### config.mk
export PLATFORM = sky130hd
export DESIGN_NAME = pipe_ctrl
export DESIGN_NICKNAME = d
export VERILOG_FILES = /design/src/rtl/pipe_ctrl.sv
export SDC_FILE = /design/constraint.sdc
export NUM_CORES = 1
export LEC_CHECK = 0
export ABC_CLOCK_PERIOD_IN_PS = 4600
export BUFFER_PORTS_ARGS = -buffer_cell sky130_fd_sc_hd__buf_4
export CELL_PAD_IN_SITES_DETAIL_PLACEMENT = 1
export CELL_PAD_IN_SITES_GLOBAL_PLACEMENT = 2
export CORE_MARGIN = 3
export CORE_UTILIZATION = 33
export CTS_CLUSTER_SIZE = 24
export DETAILED_ROUTE_END_ITERATION = 7
export GPL_ROUTABILITY_DRIVEN = 0
export MAX_ROUTING_LAYER = met4
export PLACE_DENSITY = 0.95
export SLEW_MARGIN = 15
export SYNTH_ARGS = -nofsm -noshare
export SYNTH_HDL_FRONTEND = slang
export SYNTH_SLANG_ARGS = --single-unit
### constraint.sdc
create_clock -name clk_i -period 4.6 [get_ports clk_i]
set_input_delay 0.69 -clock clk_i [delete_from_list [all_inputs] [get_ports clk_i]]
set_output_delay 0.69 -clock clk_i [all_outputs]
set_load 0.02 [all_outputs]
### src/rtl/pipe_ctrl.sv
// pipe_ctrl: stall/bubble control for the 5-stage pipeline (HOLD/RUN/MEM_WAIT FSM).
// Optional PIPE_CTRL_PERF_EN adds stall_cnt_o/flush_cnt_o performance counters.
module pipe_ctrl #(
  parameter int RST_HOLD_CYCLES = 2,
  parameter int MEM_TIMEOUT     = 255
) (
  input  logic       clk_i,
  input  logic       rst_n_i,
  input  logic [4:0] D_rs1_i,
  input  logic [4:0] D_rs2_i,
  input  logic       D_use_rs1_i,
  input  logic       D_use_rs2_i,
  input  logic [6:0] E_opcode_i,
  input  logic [4:0] E_rd_i,
  input  logic       e_Cnd_i,
  input  logic       M_mem_req_i,
  input  logic       dmem_ready_i,
  output logic       F_stall_o,
  output logic       F_bubble_o,
  output logic       D_stall_o,
  output logic       D_bubble_o,
  output logic       E_stall_o,
  output logic       E_bubble_o,
  output logic       M_stall_o,
  output logic       W_bubble_o,
  output logic [1:0] state_o,
  output logic       mem_err_o
`ifdef PIPE_CTRL_PERF_EN
  ,
  output logic [31:0] stall_cnt_o,
  output logic [31:0] flush_cnt_o
`endif
);
  localparam logic [6:0] OP_LOAD = 7'b0000011;
  localparam logic [6:0] OP_JAL  = 7'b1101111;
  localparam logic [6:0] OP_JALR = 7'b1100111;
  typedef enum logic [1:0] {S_HOLD = 2'b00, S_RUN = 2'b01, S_WAIT = 2'b10} state_e;
  state_e      state_q;
  logic [3:0]  hold_cnt_q;
  logic [15:0] wait_cnt_q, wait_cnt_d;
  logic        err_q, hold, redirect, load_use, mem_wait, stall, flush, lu;
  assign redirect = (E_opcode_i == OP_JAL) | (E_opcode_i == OP_JALR) | e_Cnd_i;
  assign load_use = (E_opcode_i == OP_LOAD) & (E_rd_i != 5'd0) &
                    ((D_use_rs1_i & (D_rs1_i == E_rd_i)) | (D_use_rs2_i & (D_rs2_i == E_rd_i)));
  assign mem_wait = M_mem_req_i & ~dmem_ready_i;
  // Reset is folded in so the outputs show HOLD values before the first edge too
  assign hold  = ~rst_n_i | (state_q == S_HOLD);
  assign stall = ~hold & mem_wait;
  assign flush = ~hold & ~mem_wait & redirect;
  assign lu    = ~hold & ~mem_wait & ~redirect & load_use;
  assign F_stall_o  = stall | lu;
  assign F_bubble_o = hold;
  assign D_stall_o  = stall | lu;
  assign D_bubble_o = hold | flush;
  assign E_stall_o  = stall;
  assign E_bubble_o = hold | flush | lu;
  assign M_stall_o  = stall;
  assign W_bubble_o = hold | stall;
  assign state_o    = rst_n_i ? state_q : S_HOLD;
  assign mem_err_o  = rst_n_i & err_q;
  assign wait_cnt_d = &wait_cnt_q ? wait_cnt_q : wait_cnt_q + 16'd1;
  always_ff @(posedge clk_i) begin
    if (!rst_n_i) begin
      state_q    <= S_HOLD;
      hold_cnt_q <= 4'(RST_HOLD_CYCLES - 1);
      wait_cnt_q <= '0;
      err_q      <= 1'b0;
    end else begin
      unique case (state_q)
        S_HOLD: begin
          if (hold_cnt_q == 4'd0) state_q <= S_RUN;
          else hold_cnt_q <= hold_cnt_q - 4'd1;
        end
        S_RUN: begin
          wait_cnt_q <= '0;
          if (mem_wait) state_q <= S_WAIT;
        end
        S_WAIT: begin
          wait_cnt_q <= wait_cnt_d;
          if (wait_cnt_d == 16'(MEM_TIMEOUT)) err_q <= 1'b1;
          if (dmem_ready_i) state_q <= S_RUN;
        end
        default: state_q <= S_HOLD;
      endcase
    end
  end
`ifdef PIPE_CTRL_PERF_EN
  logic [31:0] stall_cnt_q, flush_cnt_q;
  always_ff @(posedge clk_i) begin
    if (!rst_n_i) begin
      stall_cnt_q <= '0;
      flush_cnt_q <= '0;
    end else begin
      if (F_stall_o) stall_cnt_q <= stall_cnt_q + 32'd1;
      if (flush) flush_cnt_q <= flush_cnt_q + 32'd1;
    end
  end
  assign stall_cnt_o = stall_cnt_q;
  assign flush_cnt_o = flush_cnt_q;
`endif
endmodule

==> metrics.csv, run 1 <==
metric,value,unit
outcome,"complete, no violations",
Routed WL,5.05,mm
Nets,297,
vias per inst,5.54,
Min-Delay Path Depth,2,
asr flop ratio synth,0,%
Post-Synth Simple-Gate Area,28.9,%
placed cell count,328,
Place WS,1.68,ns
share of layout cells above drive strength 1,20.6,%
fin crit share,63.3,%
Post-Synth Adder-Cell Area,3.46,%
fill cell count,675,
Synth Flop Type,dfxtp_1,
Leak Pwr,0.755,nW
H-tree levels,1,
CP Capture Type,output port,
critical path launch point,E_opcode_i[2],
critical path arrival,2.22,ns
"Remaining Overflow, GRT",0,
"EDFF count, synth",0,
TNS Setup,0,ns
Rows,26,
#FFs+latches synth,23,
RSZ-0062 raised after global routing,no,
Starting DRT DRC Count,72,
post-synthesis mux area share,1.73,%
final-report setup violation count,0,
drt first pass iters,4,
Synth Area in Compound Gates,26.6,%
Resized Gates After CTS,0,
Vias,1840,
ant diodes,0,
worst r2r src,wait_cnt_q[0],
Syn Inst Count,234,
CTS tree,yes,
first-pass GRT wire length,8.47,mm
final worst slack,1.69,ns
Synth warnings,0,
Clock Sink Count,23,
die area,6400,µm²
Final HPWL DP,3.92,mm
setup bufs post-CTS,0,
Boundary Pins,40,
Worst Tran Pin Value,0.699,ns
crit path time final,2.91,ns
vias in the first global route,1787,
Reg area,460,µm²
Reg2Reg Depth,6,
clk_lat worst skew,0.27,ns
critical path type,primary input to output port,
detailed-route wire length per cell,15.2,µm
# DRC,0,
"Seq/Total Area, Yosys",25.5,%
HP Start,state_q[0],
"Cell Area, Synth",1810,µm²
clock tree buffer depth,2,
Die W,80.0,µm
largest net degree at the start of global routing,24,
initial antenna violation count,0,
Syn Area/Cell,7.73,µm²
die height,80.0,µm
crit-path max FO,3,
IO Port Bufs,39,
placed cell areas,2100,µm²
Slew Limit Fails,0,
Finished Layout Cells,332,
Worst Path Required,3.91,ns
cts bufs inserted,3,
"Hold-fix buffers, CTS",0,
Area Growth Syn to Fin,18.7,%
clk slew on worst S/H paths,0.08,ns
Starting Density,34.7,%
Final Cell Area,2150,µm²
Cell variety after synth,57,
Multi-input gate area,1210,µm²
root buffer cell,clkbuf_8,
Post-Synth XOR/XNOR Area,6.30,%
core area,5200,µm²
HP Class,flip-flop to flip-flop,
"Hold Vio Cnt, Final",0,
Post-Route Skew,0.00647,ns
flop2flop setup slack,2.12,ns
Fmax,0.344,GHz
peak supply drop,0.111,mV
syn nets,268,
GRT Total Usage,16.8,%
Slew HR,53.4,%
Design Power,0.000674,W
CP startpoint kind,primary input,
main combinational cell family by area after synthesis,simple AND/OR/NAND/NOR gates,
max-cap violation count,0,
Power Density,314,nW/µm²
DRT antenna net count,0,
==> area by class of cell <==
class / instances / share of cell area (%)
Multi-Input combinational cell: 183 / 56.4
Sequential cell: 23 / 21.5
Timing Repair Buffer: 39 / 13.6
Tap cell: 70 / 4.08
Inverter: 13 / 2.27
Clock buffer: 4 / 2.10
==> registers in the layout, indices dropped and copies added, names as in the netlist <==
| signal | cells |
|---|---|
| err_q | 1 |
| hold_cnt_q | 4 |
| state_q | 2 |
| wait_cnt_q | 16 |
==> worst max-delay path, stage by stage <==
cell      delay, ns
buf_4          0.12
or4_1          0.52
nor2_1         0.09
o21ai_0        0.08
a2111o_1       0.41
o21ai_0        0.13
buf_4          0.19
==> stage by stage <==
stage               hold slack [ns]  utilization (%)
finish                        0.527             41.2
global route                  0.574             41.2
CTS                           0.532             41.2
detailed placement            0.521             40.4
global placement              0.504             40.4
floorplan                     0.480                -
==> cell usage in the layout, fill, tap and decap left out, drive strengths merged, types with 4 or more instances in the layout <==
cell     n
o31ai    4
nor3     8
nand2   18
a211oi   6
nor2    20
o21a     8
clkbuf   4
nand3   12
nor4    10
ha       5
a21oi    9
o21ai   15
xor2    10
inv     13
a21boi   7
nand4    4
nand2b   6
buf     39
dfxtp   23
==> cell families after synthesis <==
family                   after synthesis
AO/OA/AOI/OAI                         68
flip-flops                            23
buffers and inverters                 28
AND/OR/NAND/NOR                       94
multiplexers                           3
adder cells (fa/ha/maj)                5
XOR/XNOR                              13
==> synthesized netlist by cell type (all sizes together) (2+ instances only) <==
master,number,area (µm²)
dfxtp,23,460
nor2,20,75.1
nand2,18,67.6
o21ai,15,75.1
inv,13,48.8
nand3,12,65.1
buf,11,72.6
nor4,10,77.6
xor2,10,87.6
a21oi,9,45.0
nor3,8,40.0
o21a,8,60.1
a21boi,7,52.6
a211oi,6,45.0
nand2b,6,37.5
ha,5,62.6
clkbuf,4,15.0
nand4,4,40.0
o31ai,4,30.0
or3,3,18.8
or4,3,22.5
xnor2,3,26.3
a221oi,2,23.8
a311oi,2,17.5
a31o,2,17.5
a41oi,2,17.5
and3,2,13.8
and4,2,20.0
mux2i,2,20.0
o2111ai,2,17.5
==> power by group <==
| part | total (W) | internal, W | switching (W) |
|---|---|---|---|
| sequential | 0.000243 | 0.000223 | 0.0000198 |
| clock | 0.000133 | 0.0000620 | 0.0000707 |
| combinational | 0.000298 | 0.000120 | 0.000178 |
==> final timing paths <==
check,endpoint
worst max-delay path,F_stall_o
worst min-delay path,state_q[0]
worst max register to register,err_q
worst min register to register,state_q[0]
==> per-layer routing <==
layer | global-route usage [%] | share of wire (%) | up-vias
li1 | - | - | 925
met1 | 23.5 | 51 | 861
met5 | - | 0 | -
met2 | 25.5 | 43 | 50
met3 | 2.48 | 5.7 | 4
met4 | 4.05 | 0.67 | 0
(Power assumes the default switching activity.)
==> inputs of run 2 (changes only) <==
Settings changed: ABC_CLOCK_PERIOD_IN_PS 4600 to 2600, CORE_UTILIZATION 33 to 28, PLACE_DENSITY 0.95 to 0.88.
Clock period 4.6 ns to 2.6 ns, I/O delays scaled along.
==> run 2 against run 1 <==
Via count rose by 1.4%. Worst setup slack got worse by 1.4 ns. Clock skew rose by 0.0018 ns. Routed wire length rose by 5.0%. Non-clock buffer count rose by 6. First-iteration DRC count rose by 21%. Utilization fell by 5.2 points. Global-route usage fell by 1.9 points. Power rose by 78%. Sequential cell count did not move. Die area rose by 16%. Sequential share of layout area fell by 0.51 points.
==> metrics.csv, run 2 (synthesis results as in run 1) <==
metric,value,unit,change
outcome,"complete, no violations",,
crit path time final,2.34,ns,
drt first pass iters,4,,unchanged
placed cell count,339,,+3.4%
critical path type,primary input to output port,,
H-tree levels,1,,unchanged
die height,86.4,µm,+7.9%
Leak Pwr,0.788,nW,+4.5%
Vias,1865,,+1.4%
Die W,86.4,µm,+7.9%
HP Class,primary input to flip-flop,,
Fmax,0.427,GHz,
initial antenna violation count,0,,unchanged
cts bufs inserted,3,,unchanged
vias per inst,5.44,,-1.9%
"Hold Vio Cnt, Final",0,,unchanged
Final Cell Area,2200,µm²,+2.4%
detailed-route wire length per cell,15.5,µm,+1.7%
first-pass GRT wire length,8.92,mm,+5.3%
Clock Sink Count,23,,unchanged
root buffer cell,clkbuf_8,,
crit-path max FO,3,,unchanged
fin crit share,90.1,%,
Nets,303,,+2.0%
Power Density,545,nW/µm²,+74%
max reg flops,16,,unchanged
Slew Limit Fails,0,,unchanged
max-cap violation count,0,,unchanged
Resized Gates After CTS,0,,unchanged
share of layout cells above drive strength 1,22.8,%,+2.2 points
Worst Path Required,2.21,ns,-1.70 ns
biggest regs,"wait_cnt_q (16), hold_cnt_q (4), state_q (2)",,
Post-Route Skew,0.00832,ns,+0.00185 ns
IO Port Bufs,39,,unchanged
DRT antenna net count,0,,unchanged
Final HPWL DP,4.03,mm,+2.9%
peak supply drop,0.273,mV,+150%
"most common cell after layout, fill and taps aside",buf_4,,
clk slew on worst S/H paths,0.08,ns,about the same
Starting DRT DRC Count,87,,+21%
most frequent cells in the layout,"buf_4, dfxtp_1, nor2_1, nand2_1, o21ai_0",,
CP Capture Type,output port,,
core area,6100,µm²,+17%
Worst Tran Pin Value,0.476,ns,-0.224 ns
"Remaining Overflow, GRT",0,,unchanged
# DRC,0,,unchanged
largest net degree at the start of global routing,23,,-4.2%
TNS Setup,0,ns,unchanged
Boundary Pins,40,,unchanged
setup bufs post-CTS,0,,unchanged
ant diodes,0,,unchanged
Finished Layout Cells,343,,+3.3%
placed cell areas,2150,µm²,+2.4%
CTS tree,yes,,
GRT Total Usage,14.9,%,-1.9 points
Area Growth Syn to Fin,21.6,%,
Starting Density,29.7,%,-5.1 points
critical path arrival,1.95,ns,-0.27 ns
Slew HR,68.2,%,+15 points
register with the most flip-flops,wait_cnt_q,,
"Hold-fix buffers, CTS",0,,unchanged
Routed WL,5.30,mm,+5.0%
RSZ-0062 raised after global routing,no,,
Rows,28,,+7.7%
fill cell count,761,,+13%
clk_lat worst skew,0.27,ns,about the same
final-report setup violation count,0,,unchanged
vias in the first global route,1865,,+4.4%
CP startpoint kind,primary input,,
clock tree buffer depth,2,,unchanged
die area,7460,µm²,+16%
[run 2: worst paths after layout]
kind | depth (start not counted) | start | to | slack [ns]
setup / recovery | 7 | E_opcode_i[2] | D_stall_o | 0.26
setup reg to reg | 6 | wait_cnt_q[0] | err_q | 0.37
hold reg to reg | 2 | hold_cnt_q[3] | hold_cnt_q[3] | 0.52
hold / removal | 3 | rst_n_i | hold_cnt_q[0] | 0.48
[run 2: stage by stage]
step	power, W	hold WS, ns	setup slack (ns)	utilization [%]
3_5_place_dp	0.000985	0.508	0.258	35.3
4_1_cts	0.00122	0.484	0.255	36.1
6_report	0.00120	0.483	0.257	36.1
5_1_grt	0.00131	0.497	0.145	36.1
2_1_floorplan	0.000804	0.480	0.252	-
3_3_place_gp	0.000970	0.499	0.314	35.3
[run 2: layout make-up]
cell class | instances | area [µm²] | area share [%]
clock buffer | 3 | 41.3 | 1.88
multi-input combinational | 183 | 1210 | 55.1
sequential | 23 | 460 | 20.9
clock inverter | 1 | 5.00 | 0.228
tap | 75 | 93.8 | 4.27
timing repair buffer | 45 | 338 | 15.4
inverter | 13 | 48.8 | 2.22
[run 2: worst max-delay path: stages]
cell	delay, ns
buf_4	0.12
or4_1	0.51
nor2_1	0.10
o21ai_0	0.11
a2111o_1	0.42
o21ai_0	0.12
buf_4	0.19
[run 2: per-layer routing]
metal,vias to the layer above,global-route usage [%],part of all wire (%),wire length (µm)
li1,930,-,-,-
met1,881,19.3,47,2490
met2,48,24.4,46,2430
met3,6,3.23,6.4,340
met4,0,2.27,0.81,43
met5,-,-,0,0
[run 2: report_power, final]
group | internal [W] | leakage, nW | switching, W
Clock | 0.000107 | 0.0255 | 0.000122
Combinational | 0.000223 | 0.577 | 0.000320
Sequential | 0.000395 | 0.186 | 0.0000319
Total | 0.000724 | 0.788 | 0.000474
==> inputs of run 3 (changes only) <==
Settings changed: CORE_ASPECT_RATIO set to 0.5, CTS_CLUSTER_DIAMETER set to 150, SKIP_LAST_GASP set to 1.
==> run 3 against run 2 <==
Global-route usage is 1.7 points higher. Fmax is 0.14% higher. Largest power group unchanged. Critical path depth stayed put.
==> metrics.csv, run 3 (synthesis results as in run 1) <==
metric,value,unit,change
outcome,"complete, no violations",,
CP Capture Type,output port,,
Int Pwr,0.000826,W,+14%
IO Port Bufs,39,,unchanged
"Hold Vio Cnt, Final",0,,unchanged
DRT antenna net count,0,,unchanged
GRT Total Usage,16.6,%,+1.7 points
die height,62.8,µm,-27%
critical path type,flip-flop to output port,,
fin crit share,90.0,%,-0.12 points
Fmax,0.427,GHz,+0.14%
max reg flops,16,,unchanged
RSZ-0062 raised after global routing,no,,
Slew HR,62.3,%,-5.9 points
first-pass GRT wire length,9.98,mm,+12%
root buffer cell,clkbuf_16,,
"Hold-fix buffers, CTS",0,,unchanged
max-cap violation count,0,,unchanged
peak supply drop,0.186,mV,-32%
register with the most flip-flops,wait_cnt_q,,
CTS tree,yes,,
clk slew on worst S/H paths,0.06,ns,-0.02 ns
Area Growth Syn to Fin,24.1,%,
Clock power frac,25.9,%,+6.8 points
final-report setup violation count,0,,unchanged
TNS Setup,0,ns,unchanged
Post-Route Skew,0.000979,ns,-0.00734 ns
die area,7520,µm²,+0.79%
Starting Density,30.9,%,+1.3 points
core area,5850,µm²,-4.1%
crit path time final,2.34,ns,-0.00318 ns
Starting DRT DRC Count,98,,+13%
Clock Sink Count,23,,unchanged
critical path arrival,1.95,ns,about the same
switching share of power,38.3,%,-1.2 points
HP Class,primary input to flip-flop,,
"Remaining Overflow, GRT",0,,unchanged
Leak Pwr,0.803,nW,+1.9%
detailed-route wire length per cell,16.7,µm,+7.8%
crit-path max FO,3,,unchanged
Die W,120,µm,+39%
most frequent cells in the layout,"buf_4, dfxtp_1, nor2_1, nand2_1, o21ai_0",,
fraction of power consumed by sequential logic,32.1,%,-3.5 points
Boundary Pins,40,,unchanged
Routed WL,5.87,mm,+11%
H-tree levels,1,,unchanged
# DRC,0,,unchanged
vias in the first global route,1958,,+5.0%
clk_lat worst skew,0.26,ns,about the same
initial antenna violation count,0,,unchanged
Power Density,596,nW/µm²,+9.5%
Resized Gates After CTS,0,,unchanged
ant diodes,0,,unchanged
Nets,303,,unchanged
Worst Tran Pin Value,0.561,ns,+0.0848 ns
drt first pass iters,4,,unchanged
clock tree buffer depth,2,,unchanged
vias per inst,5.41,,-0.52%
Final HPWL DP,4.41,mm,+9.5%
setup bufs post-CTS,0,,unchanged
Vias,1904,,+2.1%
"most common cell after layout, fill and taps aside",buf_4,,
sw power,0.000512,W,+8.2%
Worst Path Required,2.21,ns,about the same
Slew Limit Fails,0,,unchanged
CP startpoint kind,flip-flop,,
Final Cell Area,2240,µm²,+2.0%
Design Power,0.00134,W,+12%
Rows,19,,-32%
cts bufs inserted,3,,unchanged
combinational share of power,42.0,%,-3.3 points
placed cell areas,2160,µm²,+0.52%
share of layout cells above drive strength 1,22.8,%,unchanged
biggest regs,"wait_cnt_q (16), hold_cnt_q (4), state_q (2)",,
largest net degree at the start of global routing,23,,unchanged
## run 3: changes by cell type in the layout (fill, tap and decap cells not counted)
cell / before / now
clkbuf_16: 0 / 3
clkbuf_8: 3 / 0
## run 3: layout make-up
class                           instances  area [µm²]
Clock inverter                          1        5.00
Tap cell                               84         105
Fill cell                             725        3600
Sequential cell                        23         460
Inverter                               13        48.8
Timing Repair Buffer                   45         338
Clock buffer                            3        75.1
Multi-Input combinational cell        183        1210
## run 3: final timing paths
check	from	end	slack, ns	depth (start not counted)
max	state_q[0]	F_stall_o	0.26	7
min	rst_n_i	hold_cnt_q[0]	0.39	2
max reg2reg	wait_cnt_q[0]	err_q	0.33	7
min reg2reg	state_q[0]	state_q[0]	0.53	2
## run 3: power by group through the flow
| stage | registers (W) | logic [W] | clock network [W] |
|---|---|---|---|
| after floorplan | 0.000429 | 0.000375 | 0 |
| after global placement | 0.000434 | 0.000531 | 0 |
| after detailed placement | 0.000437 | 0.000562 | 0 |
| after CTS | 0.000429 | 0.000567 | 0.000354 |
| after global routing | 0.000436 | 0.000632 | 0.000368 |
| final | 0.000430 | 0.000561 | 0.000347 |
## run 3: per-stage QoR
| step | setup WS, ns | instances | hold slack [ns] | utilization [%] |
|---|---|---|---|---|
| after floorplan | 0.252 | 234 | 0.480 | - |
| after CTS | 0.244 | 352 | 0.394 | 38.4 |
| after global placement | 0.294 | 348 | 0.497 | 37.0 |
| after global routing | 0.0577 | 352 | 0.400 | 38.4 |
| after detailed placement | 0.251 | 348 | 0.520 | 37.0 |
| final | 0.260 | 352 | 0.392 | 38.4 |
## run 3: worst max-delay path, cell delays in order, from the launching register on
cell and delay, ns:
dfxtp_1 0.36, inv_1 0.09, ha_1 0.25, nor2_1 0.20
nand2_1 0.10, a2111o_1 0.37, o21ai_0 0.12, buf_4 0.19
## run 3: layer usage
| metal | up-vias | part of all wire (%) | track usage [%] |
|---|---|---|---|
| li1 | 927 | - | - |
| met1 | 901 | 47 | 21.1 |
| met2 | 72 | 45 | 27.9 |
| met3 | 4 | 7.5 | 3.44 |
| met4 | 0 | 0.80 | 2.57 |
| met5 | - | 0 | - |
